### src/rtl/mm_job_scheduler_pkg.sv
// Shared types and constants for the matrix-multiply job scheduler.
// Holds the FSM state enum, the job descriptor struct and the beat-count
// widths, plus helpers that compute the expected F and W beat counts.
package mm_job_scheduler_pkg;

   localparam int unsigned A_SIZE  = 16;
   localparam int unsigned SHIFT_W = 10;
   localparam int unsigned FLEN_W  = 9;
   localparam int unsigned FBLK_W  = 5;
   localparam int unsigned WBLK_W  = 5;
   localparam int unsigned TAG_W   = 4;
   localparam int unsigned QDEPTH  = 4;
   localparam int unsigned SETTLE  = 3;

   localparam int unsigned QPTR_W   = $clog2(QDEPTH);
   localparam int unsigned SETTLE_W = $clog2(SETTLE + 1);
   // Wide enough for the largest product, so no beat count is ever truncated
   localparam int unsigned FBEAT_W  = FLEN_W + FBLK_W;
   localparam int unsigned WBEAT_W  = $clog2(A_SIZE) + FBLK_W + WBLK_W;

   typedef enum logic [1:0] {
      ST_IDLE  = 2'd0,
      ST_CFG   = 2'd1,
      ST_RUN   = 2'd2,
      ST_DRAIN = 2'd3
   } sched_state_e;

   typedef struct packed {
      logic [SHIFT_W-1:0] shift;
      logic [FLEN_W-1:0]  flen;
      logic [FBLK_W-1:0]  fblk;
      logic [WBLK_W-1:0]  wblk;
      logic [TAG_W-1:0]   tag;
   } job_desc_t;

   localparam int unsigned DESC_W = $bits(job_desc_t);

   // F beats per job: rows times width blocks
   function automatic logic [FBEAT_W-1:0] f_beats(input job_desc_t d);
      return FBEAT_W'(d.flen) * FBEAT_W'(d.fblk);
   endfunction

   // W beats per job: one block of A_SIZE rows per (fblk, wblk) pair
   function automatic logic [WBEAT_W-1:0] w_beats(input job_desc_t d);
      return WBEAT_W'(A_SIZE) * WBEAT_W'(d.fblk) * WBEAT_W'(d.wblk);
   endfunction

endpackage

### src/rtl/mm_sched_desc_fifo.sv
// Synchronous FIFO of job descriptors.
// Ports: clk, rst (sync, active-high); push_i/din_i write side; pop_i/dout_o
// read side (dout_o shows the head combinationally from storage);
// ready_o = registered not-full (low during reset); empty_o = no entries.
module mm_sched_desc_fifo
   import mm_job_scheduler_pkg::*;
(
   input  logic      clk,
   input  logic      rst,
   input  logic      push_i,
   input  job_desc_t din_i,
   input  logic      pop_i,
   output job_desc_t dout_o,
   output logic      ready_o,
   output logic      empty_o
);

   logic [DESC_W-1:0] mem_q [QDEPTH];
   logic [QPTR_W-1:0] wr_ptr_q;
   logic [QPTR_W-1:0] rd_ptr_q;
   logic [QPTR_W:0]   count_q;
   logic [QPTR_W:0]   count_d;
   logic              ready_q;
   logic              do_push;
   logic              do_pop;

   assign empty_o = (count_q == '0);
   assign ready_o = ready_q;
   assign dout_o  = job_desc_t'(mem_q[rd_ptr_q]);
   // A push is only taken while ready; ready stays low at full even if a pop happens
   assign do_push = push_i && ready_q;
   assign do_pop  = pop_i && !empty_o;

   // Occupancy update
   always_comb begin
      count_d = count_q;
      case ({do_push, do_pop})
         2'b10:   count_d = count_q + (QPTR_W+1)'(1);
         2'b01:   count_d = count_q - (QPTR_W+1)'(1);
         default: count_d = count_q;
      endcase
   end

   // Pointers, occupancy and registered ready
   always_ff @(posedge clk) begin
      if (rst) begin
         wr_ptr_q <= '0;
         rd_ptr_q <= '0;
         count_q  <= '0;
         ready_q  <= 1'b0;
      end else begin
         if (do_push) wr_ptr_q <= wr_ptr_q + QPTR_W'(1);
         if (do_pop)  rd_ptr_q <= rd_ptr_q + QPTR_W'(1);
         count_q <= count_d;
         ready_q <= (count_d != (QPTR_W+1)'(QDEPTH));
      end
   end

   // Storage, no reset needed
   always_ff @(posedge clk) begin
      if (do_push) mem_q[wr_ptr_q] <= din_i;
   end

endmodule

### src/rtl/mm_job_scheduler.sv
// Sequences the matrix-multiply engine one job at a time.
// Ports: job_* descriptor push (job_ready = queue not full); cfg_* held config
// to the engine; s_f_*/m_f_* and s_w_*/m_w_* gated F/W streams (pass-through
// only while running and below the expected beat count); eng_out_* monitor
// of the engine output handshake; busy, done_valid/done_tag completion pulse,
// err sticky stream-length mismatch.
// Optional: define MM_SCHED_PERF_EN to add perf_cycles, the cycle count from
// CFG entry to the done pulse (saturating, latched with done_valid).
module mm_job_scheduler
   import mm_job_scheduler_pkg::*;
(
   input  logic               clk,
   input  logic               rst,
   input  logic               job_valid,
   output logic               job_ready,
   input  logic [SHIFT_W-1:0] job_shift,
   input  logic [FLEN_W-1:0]  job_flen,
   input  logic [FBLK_W-1:0]  job_fblk,
   input  logic [WBLK_W-1:0]  job_wblk,
   input  logic [TAG_W-1:0]   job_tag,
   output logic [SHIFT_W-1:0] cfg_shift,
   output logic [FLEN_W-1:0]  cfg_flen,
   output logic [FBLK_W-1:0]  cfg_fblk,
   output logic [WBLK_W-1:0]  cfg_wblk,
   input  logic               s_f_valid,
   input  logic               s_f_last,
   output logic               s_f_ready,
   output logic               m_f_valid,
   output logic               m_f_last,
   input  logic               m_f_ready,
   input  logic               s_w_valid,
   input  logic               s_w_last,
   output logic               s_w_ready,
   output logic               m_w_valid,
   output logic               m_w_last,
   input  logic               m_w_ready,
   input  logic               eng_out_valid,
   input  logic               eng_out_ready,
   input  logic               eng_out_last,
   output logic               busy,
   output logic               done_valid,
   output logic [TAG_W-1:0]   done_tag,
   output logic               err
`ifdef MM_SCHED_PERF_EN
   ,
   output logic [31:0]        perf_cycles
`endif
);

   sched_state_e        state_q, state_d;
   logic [SETTLE_W-1:0] settle_q, settle_d;
   job_desc_t           desc_q, desc_d;
   logic [FBEAT_W-1:0]  f_exp_q, f_exp_d, f_cnt_q, f_cnt_d;
   logic [WBEAT_W-1:0]  w_exp_q, w_exp_d, w_cnt_q, w_cnt_d;
   logic                eng_seen_q, eng_seen_d;
   logic                busy_q, busy_d;
   logic                done_q, done_d;
   logic [TAG_W-1:0]    done_tag_q, done_tag_d;
   logic                err_q, err_d;

   job_desc_t           fifo_din;
   job_desc_t           fifo_dout;
   logic                fifo_ready;
   logic                fifo_empty;
   logic                fifo_pop;

   logic                f_open, w_open;
   logic                f_fire, w_fire;
   logic                eng_fire;

   assign fifo_din = '{shift: job_shift, flen: job_flen, fblk: job_fblk,
                       wblk: job_wblk, tag: job_tag};
   assign fifo_pop = (state_q == ST_IDLE) && !fifo_empty;

   mm_sched_desc_fifo u_fifo (
      .clk     (clk),
      .rst     (rst),
      .push_i  (job_valid),
      .din_i   (fifo_din),
      .pop_i   (fifo_pop),
      .dout_o  (fifo_dout),
      .ready_o (fifo_ready),
      .empty_o (fifo_empty)
   );

   // Each stream is open in RUN until its own count is reached; rst closes at once
   assign f_open = (state_q == ST_RUN) && (f_cnt_q != f_exp_q) && !rst;
   assign w_open = (state_q == ST_RUN) && (w_cnt_q != w_exp_q) && !rst;

   assign m_f_valid = f_open && s_f_valid;
   assign m_f_last  = f_open && s_f_last;
   assign s_f_ready = f_open && m_f_ready;
   assign m_w_valid = w_open && s_w_valid;
   assign m_w_last  = w_open && s_w_last;
   assign s_w_ready = w_open && m_w_ready;

   assign f_fire   = f_open && s_f_valid && m_f_ready;
   assign w_fire   = w_open && s_w_valid && m_w_ready;
   assign eng_fire = eng_out_valid && eng_out_ready && eng_out_last;

   // Next-state and registered-output logic
   always_comb begin
      state_d    = state_q;
      settle_d   = settle_q;
      desc_d     = desc_q;
      f_exp_d    = f_exp_q;
      w_exp_d    = w_exp_q;
      f_cnt_d    = f_cnt_q;
      w_cnt_d    = w_cnt_q;
      eng_seen_d = eng_seen_q;
      done_d     = 1'b0;
      done_tag_d = done_tag_q;
      err_d      = err_q;
      case (state_q)
         ST_IDLE: begin
            if (fifo_pop) begin
               desc_d     = fifo_dout;
               f_exp_d    = f_beats(fifo_dout);
               w_exp_d    = w_beats(fifo_dout);
               f_cnt_d    = '0;
               w_cnt_d    = '0;
               settle_d   = '0;
               eng_seen_d = 1'b0;
               state_d    = ST_CFG;
            end
         end
         ST_CFG: begin
            // Hold config long enough for the engine's delayed sampling
            if (settle_q == SETTLE_W'(SETTLE - 1)) begin
               state_d = ST_RUN;
            end else begin
               settle_d = settle_q + SETTLE_W'(1);
            end
         end
         ST_RUN: begin
            // Last must coincide exactly with the final counted beat
            if (f_fire) begin
               f_cnt_d = f_cnt_q + FBEAT_W'(1);
               if (s_f_last != (f_cnt_d == f_exp_q)) err_d = 1'b1;
            end
            if (w_fire) begin
               w_cnt_d = w_cnt_q + WBEAT_W'(1);
               if (s_w_last != (w_cnt_d == w_exp_q)) err_d = 1'b1;
            end
            // An early engine last is remembered and honoured in DRAIN
            if (eng_fire) eng_seen_d = 1'b1;
            if ((f_cnt_q == f_exp_q) && (w_cnt_q == w_exp_q)) state_d = ST_DRAIN;
         end
         ST_DRAIN: begin
            if (eng_seen_q || eng_fire) begin
               done_d     = 1'b1;
               done_tag_d = desc_q.tag;
               state_d    = ST_IDLE;
            end
         end
         default: state_d = ST_IDLE;
      endcase
      busy_d = (state_d != ST_IDLE);
   end

   // State register
   always_ff @(posedge clk) begin
      if (rst) begin
         state_q    <= ST_IDLE;
         settle_q   <= '0;
         desc_q     <= '0;
         f_exp_q    <= '0;
         w_exp_q    <= '0;
         f_cnt_q    <= '0;
         w_cnt_q    <= '0;
         eng_seen_q <= 1'b0;
         busy_q     <= 1'b0;
         done_q     <= 1'b0;
         done_tag_q <= '0;
         err_q      <= 1'b0;
      end else begin
         state_q    <= state_d;
         settle_q   <= settle_d;
         desc_q     <= desc_d;
         f_exp_q    <= f_exp_d;
         w_exp_q    <= w_exp_d;
         f_cnt_q    <= f_cnt_d;
         w_cnt_q    <= w_cnt_d;
         eng_seen_q <= eng_seen_d;
         busy_q     <= busy_d;
         done_q     <= done_d;
         done_tag_q <= done_tag_d;
         err_q      <= err_d;
      end
   end

   assign job_ready  = fifo_ready;
   assign cfg_shift  = desc_q.shift;
   assign cfg_flen   = desc_q.flen;
   assign cfg_fblk   = desc_q.fblk;
   assign cfg_wblk   = desc_q.wblk;
   assign busy       = busy_q;
   assign done_valid = done_q;
   assign done_tag   = done_tag_q;
   assign err        = err_q;

`ifdef MM_SCHED_PERF_EN
   logic [31:0] perf_cnt_q, perf_cnt_d;
   logic [31:0] perf_cycles_q, perf_cycles_d;
   logic [31:0] perf_inc;

   // Saturating cycle count over every non-IDLE cycle of the job
   assign perf_inc = (&perf_cnt_q) ? perf_cnt_q : perf_cnt_q + 32'd1;

   always_comb begin
      perf_cnt_d    = perf_cnt_q;
      perf_cycles_d = perf_cycles_q;
      if (state_q == ST_IDLE) perf_cnt_d = '0;
      else                    perf_cnt_d = perf_inc;
      if (done_d) perf_cycles_d = perf_inc;
   end

   always_ff @(posedge clk) begin
      if (rst) begin
         perf_cnt_q    <= '0;
         perf_cycles_q <= '0;
      end else begin
         perf_cnt_q    <= perf_cnt_d;
         perf_cycles_q <= perf_cycles_d;
      end
   end

   assign perf_cycles = perf_cycles_q;
`endif

endmodule

### config.mk
export PLATFORM = sky130hd
export DESIGN_NAME = mm_job_scheduler
export DESIGN_NICKNAME = d
export VERILOG_FILES = /design/src/rtl/mm_job_scheduler_pkg.sv /design/src/rtl/mm_sched_desc_fifo.sv /design/src/rtl/mm_job_scheduler.sv
export SDC_FILE = /design/constraint.sdc
export NUM_CORES = 1
export LEC_CHECK = 0
export ABC_CLOCK_PERIOD_IN_PS = 4700
export CORE_MARGIN = 2
export CORE_UTILIZATION = 40
export DETAILED_ROUTE_END_ITERATION = 16
export GPL_TIMING_DRIVEN = 0
export SYNTH_ARGS = -nofsm -noshare
export SYNTH_HDL_FRONTEND = slang
export SYNTH_SLANG_ARGS = --single-unit
### constraint.sdc
create_clock -name clk -period 4.7 [get_ports clk]
set_input_delay 0.705 -clock clk [delete_from_list [all_inputs] [get_ports clk]]
set_output_delay 0.705 -clock clk [all_outputs]
set_load 0.005 [all_outputs]
==> run metrics, run 1 <==
dpl cell area=0.0138 mm²; Die ar.=0.0322 mm²; Min-Delay Path Class=reg2reg; Cells after DPL=1571; Clock transition at path regs=60 ps; Yosys top cell by area=edfxtp_1; worst-margin pin slew=829 ps; post-placement setup slack=-599 ps; via count of the first global-routing pass=8231; ANT cells=0; PD cells=754 mW/mm²; relative slew slack=0.447; reg2reg path depth=17; Routed WL=28.0 mm; vias per inst=5.07; Sw Ratio=0.397; post-route setup TNS=0 ps; final setup vio count=0; Root Buffer=clkbuf_16; IO Count=88; Cell variety after synth=77; Core Footprint=0.0304 mm²; Max Transition Viols Final=0; Initial Util=0.404; Hold Crit Depth=2; WP buf/inv=4; Arr. time, crit path=4980 ps; required time worst endpoint=5120 ps; max cap viols=0; FF+latch count, synth=239; Mapped Nets=1209; Clock Sinks=239; Fin. Hold Viols=0; Starting DRT DRC Count=619; DRT Pass-1 Iters=5; fraction of registers with async set/reset=0; Die H=179 µm; Mapped Cells=1084; proportion of layout cells with a drive suffix above 1=0.159; Critical Path, Cell by Cell=buf_8, mux4_2, buf_2, and2_4, fa_1, fa_1, inv_1, fa_1, inv_2, ha_4, o21a_1, a21oi_2, o21ai_2, a21oi_2, a21oi_2, nor4b_2, a211o_1; Worst Clk Skew=8.45 ps; share of power burned in registers=0.240; R2R setup slack=140 ps; Worst Setup Slack, final=141 ps; Syn Area/Cell=11.4 µm²; Top delay family on crit path=adder cells; DPL Wire Length=20.1 mm; Clock Latency Late Sink=540 ps; worst hold path endpoint=eng_seen_q$_SDFFE_PP0P_; cell row count=64; Die W=179 µm; clock power share=0.186; crit path max-delay cell type=mux4_2; largest net degree at the start of global routing=33; Finished Layout Cells=1632; Pleak=5.59 nW; CP endpoint kind=register; Layout Nets=1342; Area Overhead vs Synth=21.3%; GR Util All Layers=0.174; Yosys warning count=0; DR WL/cell=17.2 µm; Num CTS Buffers=25; Finished Cell Area=0.0149 mm²; WHS=457 ps; DRC=0; Tmin final=4560 ps; GR Overflow Total=0; Fmax=0.219 GHz; CTS tree=built; CTS Buffer Depth=3; Routability Congestion=0.875; Seq/Total Area, Yosys=0.496; htree depth=1; Setup CP Type=reg2reg; VDD IR-drop max=0.534 mV; commonest non-fill, non-tap cell in the layout=nand2_1; crit share post-route=0.970; Mapped Area=0.0123 mm²; Post-synth EDFFs=132; largest cells by area after synthesis=edfxtp_1 (32%), dfxtp_1 (17%), mux4_2 (6.0%), fa_1 (5.0%), ha_1 (5.0%); CP Max Fanout=10; PortBufs=87; sw power=4.47 mW; Via Count=8280; FF-to-FF End=f_exp_q[13]$_SDFFE_PP0P_; min-delay src=eng_seen_q$_SDFFE_PP0P_; first-pass GRT wire length=45.2 mm; fin util=0.491; Combinational Power Share=0.573; Post-synth top flop=edfxtp_1; Final ANT Viol Nets=0; initial antenna violation count=0; startpoint types=register; Synth top area share=0.322; most frequent cells in the layout=nand2_1 (151), edfxtp_1 (132), dfxtp_1 (106); internal cell power=6.79 mW; status=completed; delay of the slowest critical-path stage=590 ps; Tot Pwr=11.3 mW
## repair_timing
item,in CTS,in global routing
hold buffers,0,0
setup endpoints to repair,12,8
pin swaps,1,13
setup buffers,7,10
resized for setup,21,19
## state kept, by name, summed over array words and instances (netlist names), 3 cells and up, named ones only
name / count
cfg_fblk: 5
cfg_flen: 9
cfg_shift: 10
cfg_wblk: 5
desc_q: 4
done_tag: 4
f_cnt_q: 14
f_exp_q: 14
u_fifo.count_q: 3
u_fifo.mem_q: 132
w_cnt_q: 14
w_exp_q: 10
## worst max-delay path by stage
stage,cells past startpoint,slack (ps),start,to
final,17,140,register,f_exp_q[13]$_SDFFE_PP0P_
after floorplan,17,20,register,f_exp_q[12]$_SDFFE_PP0P_
after global placement,17,-610,register,w_exp_q[12]$_SDFFE_PP0P_
after detailed placement,15,-600,register,w_exp_q[13]$_SDFFE_PP0P_
after global routing,18,-40,register,f_exp_q[13]$_SDFFE_PP0P_
after CTS,17,5,register,f_exp_q[10]$_SDFFE_PP0P_
## power groups by stage
stage | registers, mW | clock network (mW) | logic (mW)
floorplan | 2.68 | 0 | 4.43
global placement | 2.74 | 0 | 5.81
detailed placement | 2.74 | 0 | 5.87
CTS | 2.70 | 2.15 | 6.20
global route | 2.74 | 2.23 | 7.29
finish | 2.70 | 2.10 | 6.45
## per-layer routing
layer,vias to the layer above,GRT usage,part of all wire
met3,30,0.0223,0.039
met2,174,0.288,0.47
met4,0,0.0338,0.016
met5,-,0,0
met1,4008,0.247,0.48
li1,4068,-,-
## final cells by class
type                    count  area, µm²
well taps                 396        495
flip-flops and latches    239       6110
multi-input cells         712       5650
fillers                  2791      15500
clock buffers              31        732
inverters                  53        199
clock inverters            15        166
repair buffers            108       1080
plain buffers              78        497
## kinds of logic after synthesis
| group | count (synthesis) | synth area share |
|---|---|---|
| AND/OR/NAND/NOR | 374 | 0.159 |
| flip-flops | 239 | 0.496 |
| AO/OA/AOI/OAI | 150 | 0.0744 |
| buffers and inverters | 133 | 0.0530 |
| adder cells (fa/ha/maj) | 80 | 0.100 |
| XOR/XNOR | 65 | 0.0490 |
| multiplexers | 43 | 0.0686 |
## cells in the mapped netlist, types with 8 or more instances
library cell	n
xnor2_1	40
o21ai_0	11
ha_1	49
buf_4	30
a21oi_1	86
buf_2	8
nor2_1	45
nor3_1	16
nand2_1	152
mux2i_1	9
and3_1	9
and2_1	52
fa_1	31
inv_1	52
clkbuf_1	34
dfxtp_1	107
xor2_1	22
mux4_2	33
nand4_1	14
edfxtp_1	132
nand3_1	25
## worst register-to-register path, delay by kind of cell, from the launching register on
kind	cells	cell delay [ps]
simple gates	2	250
mux	1	590
buf+inv	4	460
compound gates	6	990
flops	1	330
fa+ha+maj	4	1830
No activity file was read; power rests on OpenSTA's default activity.
==> run 2: changes to the inputs <==
--- a/config.mk
+++ b/config.mk
@@ -10,6 +10,7 @@
 export CORE_UTILIZATION = 40
 export DETAILED_ROUTE_END_ITERATION = 16
 export GPL_TIMING_DRIVEN = 0
+export MAX_ROUTING_LAYER = met4
 export SYNTH_ARGS = -nofsm -noshare
 export SYNTH_HDL_FRONTEND = slang
 export SYNTH_SLANG_ARGS = --single-unit
==> run 2 against run 1 <==
Against the previous run: final cell count grew 0.74%; routed wire length grew 2.7%; fmax grew 0.72%; global-route usage grew 1.0 points; count of clock-buffer cells in the layout grew 1; critical endpoint is now f_exp_q[11]$_SDFFE_PP0P_; largest power group unchanged.
==> run metrics, run 2 (synthesis results as in run 1) <==
status=completed; reg2reg path depth=18 (+1); most frequent cells in the layout=nand2_1 (151), edfxtp_1 (132), dfxtp_1 (106); crit path max-delay cell type=mux4_2; first-pass GRT wire length=46.5 mm (+2.9%); Layout Nets=1354 (+0.89%); max reg flops=132 (unchanged); ANT cells=0 (unchanged); Fin. Hold Viols=0 (unchanged); Core Footprint=0.0304 mm² (unchanged); htree depth=1 (unchanged); CTS tree=built; Die H=179 µm (unchanged); cell row count=64 (unchanged); Clock Latency Late Sink=540 ps (about the same); GR Util met2=0.297 (+0.00889); Setup CP Type=reg2reg; PD cells=765 mW/mm² (+1.5%); CP Max Fanout=6 (-4); Top delay family on crit path=adder cells; Die ar.=0.0322 mm² (unchanged); Critical Path, Cell by Cell=buf_6, buf_12, buf_12, mux4_2, and2_4, fa_1, fa_1, inv_1, fa_1, inv_1, ha_4, o21a_1, a21oi_2, o21ai_2, a211oi_1, xnor2_1, nand2_1, a21oi_1; CTS Buffer Depth=3 (unchanged); CP dominant cell by count=fa_1; delay of the slowest critical-path stage=570 ps (-20 ps); required time worst endpoint=5160 ps (+40 ps); GRT Max-Usage Layer=met2; startpoint types=register; Pleak=5.66 nW (+1.1%); Worst Clk Skew=20.6 ps (+12.1 ps); DR WL/cell=17.5 µm (+2.0%); FF-to-FF End=f_exp_q[11]$_SDFFE_PP0P_; footprint of the multi-input gates=0.00568 mm² (+0.44%); # fillers=2752 (-1.4%); Clock Sinks=239 (unchanged); min-delay src=cfg_shift[9]$_SDFFE_PP0P_; Via Count=8373 (+1.1%); WHS=454 ps (-2.81 ps); Max Transition Viols Final=0 (unchanged); M3 GR Usage=0.0284 (+0.00608); GR Util All Layers=0.184 (+0.0101); Final ANT Viol Nets=0 (unchanged); final setup vio count=0 (unchanged); DPL Wire Length=20.4 mm (+1.4%); via count of the first global-routing pass=8424 (+2.3%); GR Overflow Total=0 (unchanged); IO Count=88 (unchanged); Routed WL=28.8 mm (+2.7%); FF+latch area=0.00611 mm² (unchanged); largest net degree at the start of global routing=33 (unchanged); relative slew slack=0.453 (+0.00616); Tot Pwr=11.5 mW (+2.2%); VDD IR-drop max=0.522 mV (-2.2%); Num CTS Buffers=26 (+4.0%); Min-Delay Path Class=reg2reg; met1 Resource Use GR=0.250 (+0.00292); Die W=179 µm (unchanged); Root Buffer=clkbuf_16; Finished Cell Area=0.0150 mm² (+0.67%); CP endpoint kind=register; vias per inst=5.09 (+0.39%); Tmin final=4530 ps (-32.6 ps); worst-margin pin slew=820 ps (-9.23 ps); commonest non-fill, non-tap cell in the layout=nand2_1; Largest Register=u_fifo.mem_q; proportion of layout cells with a drive suffix above 1=0.171 (+0.0113); Cells after DPL=1571 (unchanged); max cap viols=0 (unchanged); crit share post-route=0.963 (-0.00693); R2R setup slack=170 ps (+30 ps); Arr. time, crit path=4980 ps (about the same); Initial Util=0.404 (unchanged); Finished Layout Cells=1644 (+0.74%); PortBufs=87 (unchanged); DRT Pass-1 Iters=5 (unchanged); Fmax=0.221 GHz (+0.72%); dpl cell area=0.0138 mm² (unchanged); Clock transition at path regs=60 ps (about the same); DRC=0 (unchanged); initial antenna violation count=0 (unchanged); Starting DRT DRC Count=450 (-27%); Hold Crit Depth=2 (unchanged); Routability Congestion=0.874 (about the same); WP buf/inv=5 (+1); Area Overhead vs Synth=22.1%; worst hold path endpoint=cfg_shift[9]$_SDFFE_PP0P_
==> run 2: cell count changes in the layout (fill, tap and decap cells not counted), sizes merged <==
cell and change:
clkinv +2, clkbuf +3, buf +9, clkinvlp -2
==> run 2: worst max-delay path by stage <==
| stage | from | end | slack, ps | cells after the start |
|---|---|---|---|---|
| floorplan | register | f_exp_q[12]$_SDFFE_PP0P_ | 20 | 17 |
| global placement | register | w_exp_q[13]$_SDFFE_PP0P_ | -580 | 15 |
| detailed placement | register | w_exp_q[13]$_SDFFE_PP0P_ | -590 | 15 |
| CTS | register | f_exp_q[12]$_SDFFE_PP0P_ | 3 | 17 |
| global route | register | f_exp_q[10]$_SDFFE_PP0P_ | -50 | 17 |
| finish | register | f_exp_q[11]$_SDFFE_PP0P_ | 170 | 18 |
==> run 2: stage by stage <==
stage          TNS (ps)  worst slack, ps  utilization
3_3_place_gp      -4640             -584        0.450
5_1_grt           -56.0            -52.1        0.494
2_1_floorplan         0             24.8            -
6_report              0              174        0.494
4_1_cts               0             2.74        0.488
3_5_place_dp      -4690             -587        0.453
==> run 2: power breakdown <==
group	switching (mW)	internal (mW)	leakage [nW]
Sequential	0.174	2.53	2.07
Combinational	3.59	3.14	3.15
Clock	0.838	1.23	0.436
Total	4.60	6.90	5.66
==> run 2: tightest hold or removal path: stages (launching register included) <==
cell     delay [ps]
dfxtp_1         310
nand2_1          50
a21oi_1          50
==> run 2: cell type report <==
type,count,share of cell area
flip-flops and latches,239,0.406
multi-input cells,712,0.378
repair buffers,120,0.0780
clock buffers,32,0.0468
plain buffers,77,0.0331
well taps,396,0.0330
inverters,53,0.0132
clock inverters,15,0.0117
==> run 2: metal layers <==
| metal | wire [µm] | vias to the layer above | part of all wire |
|---|---|---|---|
| li1 | - | 4091 | - |
| met1 | 13500 | 4075 | 0.47 |
| met2 | 13600 | 172 | 0.47 |
| met3 | 1330 | 35 | 0.046 |
| met4 | 437 | 0 | 0.015 |
| met5 | 0 | - | 0 |
==> run 2: repair_timing <==
| action | 4_1_cts | 5_1_grt |
|---|---|---|
| setup endpoints to repair | 12 | 9 |
| resized for setup | 22 | 23 |
| pin swaps | 2 | 11 |
| setup buffers | 18 | 11 |
| hold buffers | 0 | 0 |
==> run 3: changes to the inputs <==
--- a/config.mk
+++ b/config.mk
@@ -6,11 +6,11 @@
 export NUM_CORES = 1
 export LEC_CHECK = 0
 export ABC_CLOCK_PERIOD_IN_PS = 4700
-export CORE_MARGIN = 2
-export CORE_UTILIZATION = 40
+export CORE_UTILIZATION = 50
 export DETAILED_ROUTE_END_ITERATION = 16
 export GPL_TIMING_DRIVEN = 0
 export MAX_ROUTING_LAYER = met4
+export PLACE_DENSITY = 0.72
 export SYNTH_ARGS = -nofsm -noshare
 export SYNTH_HDL_FRONTEND = slang
 export SYNTH_SLANG_ARGS = --single-unit
==> run 3 against run 2 <==
Against the previous run: the run now ends with design-rule violations left; combinational power fell by 5.5%; setup slack lost 58 ps; sequential power hardly changed; die area down 22%; register-to-register slack worse by 60 ps; critical path depth is the same; clock skew decreased by 10 ps; core utilization grew 11 points; fmax down 1.3%; routed wire length fell by 5.8%; non-clock buffer count is 16 lower; highest routed layer unchanged; final cell count is 5.4% lower; largest power group unchanged.
==> run metrics, run 3 (synthesis results as in run 1) <==
Tot Pwr=11.1 mW (-3.6%); Tmin final=4580 ps (+57.7 ps); WHS=456 ps (+1.95 ps); DRC=2 (+2); Setup CP Type=reg2reg; Worst Clk Skew=10.6 ps (-9.97 ps); Clock Latency Late Sink=540 ps (about the same); Die W=159 µm (-11%); largest net degree at the start of global routing=34 (+3.0%); cell row count=57 (-11%); CTS tree=built; Routed WL=27.1 mm (-5.8%); Routability Congestion=0.906 (+3.7%); min-delay src=desc_q[3]$_SDFFE_PP0P_; delay of the slowest critical-path stage=580 ps (about the same); Die H=159 µm (-11%); PD cells=755 mW/mm² (-1.4%); proportion of layout cells with a drive suffix above 1=0.152 (-0.0188); Via Count=8429 (+0.67%); first-pass GRT wire length=43.6 mm (-6.2%); Clock transition at path regs=60 ps (about the same); Fmax=0.218 GHz (-1.3%); DR WL/cell=17.4 µm (-0.44%); Area Overhead vs Synth=19.4%; Critical Path, Cell by Cell=buf_6, buf_12, buf_12, mux4_2, and2_4, fa_1, fa_1, inv_1, fa_1, inv_1, ha_4, o21a_1, a21oi_2, o21ai_2, a21oi_2, a21oi_2, nor4b_2, a211o_1; Root Buffer=clkbuf_16; initial antenna violation count=0 (unchanged); worst-margin pin slew=918 ps (+97.5 ps); CP Max Fanout=6 (unchanged); commonest non-fill, non-tap cell in the layout=nand2_1; Num CTS Buffers=25 (-3.8%); most frequent cells in the layout=nand2_1 (151), edfxtp_1 (132), dfxtp_1 (107); WP buf/inv=5 (unchanged); final setup vio count=0 (unchanged); max reg flops=132 (unchanged); Largest Register=u_fifo.mem_q; # fillers=1960 (-29%); DPL Wire Length=19.4 mm (-5.2%); FF+latch area=0.00611 mm² (about the same); ANT cells=0 (unchanged); CP endpoint kind=register; footprint of the multi-input gates=0.00564 mm² (-0.64%); max cap viols=0 (unchanged); vias per inst=5.42 (+6.4%); startpoint types=register; via count of the first global-routing pass=8298 (-1.5%); Layout Nets=1337 (-1.3%); IO Count=88 (unchanged); Max Transition Viols Final=0 (unchanged); GR Overflow Total=0 (unchanged); relative slew slack=0.388 (-0.0650); required time worst endpoint=5130 ps (-30 ps); Initial Util=0.508 (+0.103); VDD IR-drop max=0.493 mV (-5.6%); htree depth=1 (unchanged); Pleak=5.54 nW (-2.1%); CTS Buffer Depth=3 (unchanged); Die ar.=0.0252 mm² (-22%); Final ANT Viol Nets=0 (unchanged); Fin. Hold Viols=0 (unchanged); Finished Layout Cells=1555 (-5.4%); failing checks=design-rule violations; crit share post-route=0.975 (+0.0123); GR Util All Layers=0.224 (+0.0395); crit path max-delay cell type=mux4_2; Starting DRT DRC Count=574 (+28%); PortBufs=87 (unchanged); Core Footprint=0.0242 mm² (-20%); Cells after DPL=1495 (-4.8%); Arr. time, crit path=5010 ps (+30 ps); DRT Pass-1 Iters=12 (+7); Clock Sinks=239 (unchanged); RSZ-0062 raised after global routing=true; Top delay family on crit path=adder cells; status=complete, but fails checks; Min-Delay Path Class=reg2reg; number of hold buffers added after cts=0 (unchanged)
[run 3: area by class of cell]
type	count	area share
clock inverter	14	0.00945
inverter	53	0.0135
tap	324	0.0276
sequential	239	0.416
multi-input combinational	712	0.384
clock buffer	32	0.0485
buffer	78	0.0337
timing repair buffer	103	0.0675
[run 3: path summary, 6_finish.rpt]
check	endpoint	slack (ps)	cells after the start
max	f_exp_q[13]$_SDFFE_PP0P_	120	18
min	desc_q[3]$_SDFFE_PP0P_	460	2
max reg2reg	f_exp_q[13]$_SDFFE_PP0P_	120	18
min reg2reg	desc_q[3]$_SDFFE_PP0P_	460	2
[run 3: worst register-to-register path: cells and delay by family, from the launching register on]
kind / cells / cell delay (ps)
buf+inv: 5 / 490
simple gates: 2 / 240
mux: 1 / 580
fa+ha+maj: 4 / 1840
flops: 1 / 320
compound gates: 6 / 1000
[run 3: power breakdown]
part,total (mW),switching (mW),internal [mW]
sequential,2.71,0.181,2.53
combinational,6.36,3.43,2.93
clock,2.02,0.826,1.19
total,11.1,4.44,6.65
[run 3: stage by stage]
stage | setup slack [ps] | util | TNS [ps] | cell area, µm²
final | 116 | 0.606 | 0 | 14700
after global routing | -73.8 | 0.606 | -77.2 | 14700
after CTS | 6.81 | 0.599 | 0 | 14500
after detailed placement | -512 | 0.561 | -3870 | 13600
after global placement | -461 | 0.561 | -3310 | 13600
after floorplan | 24.8 | - | 0 | 12300
[run 3: metal layers]
| metal | GRT usage | share of wire | up-vias |
|---|---|---|---|
| met5 | - | 0 | - |
| met4 | 0.0642 | 0.028 | 0 |
| met3 | 0.0290 | 0.051 | 57 |
| met2 | 0.370 | 0.49 | 216 |
| met1 | 0.289 | 0.43 | 4090 |
| li1 | - | - | 4066 |
[run 3: timing repair]
action / in CTS / in global routing
pin swaps: 1 / 4
cloned: 0 / 0
gates resized for setup: 19 / 17
setup endpoints to repair: 12 / 7
buffers inserted: 4 / 12
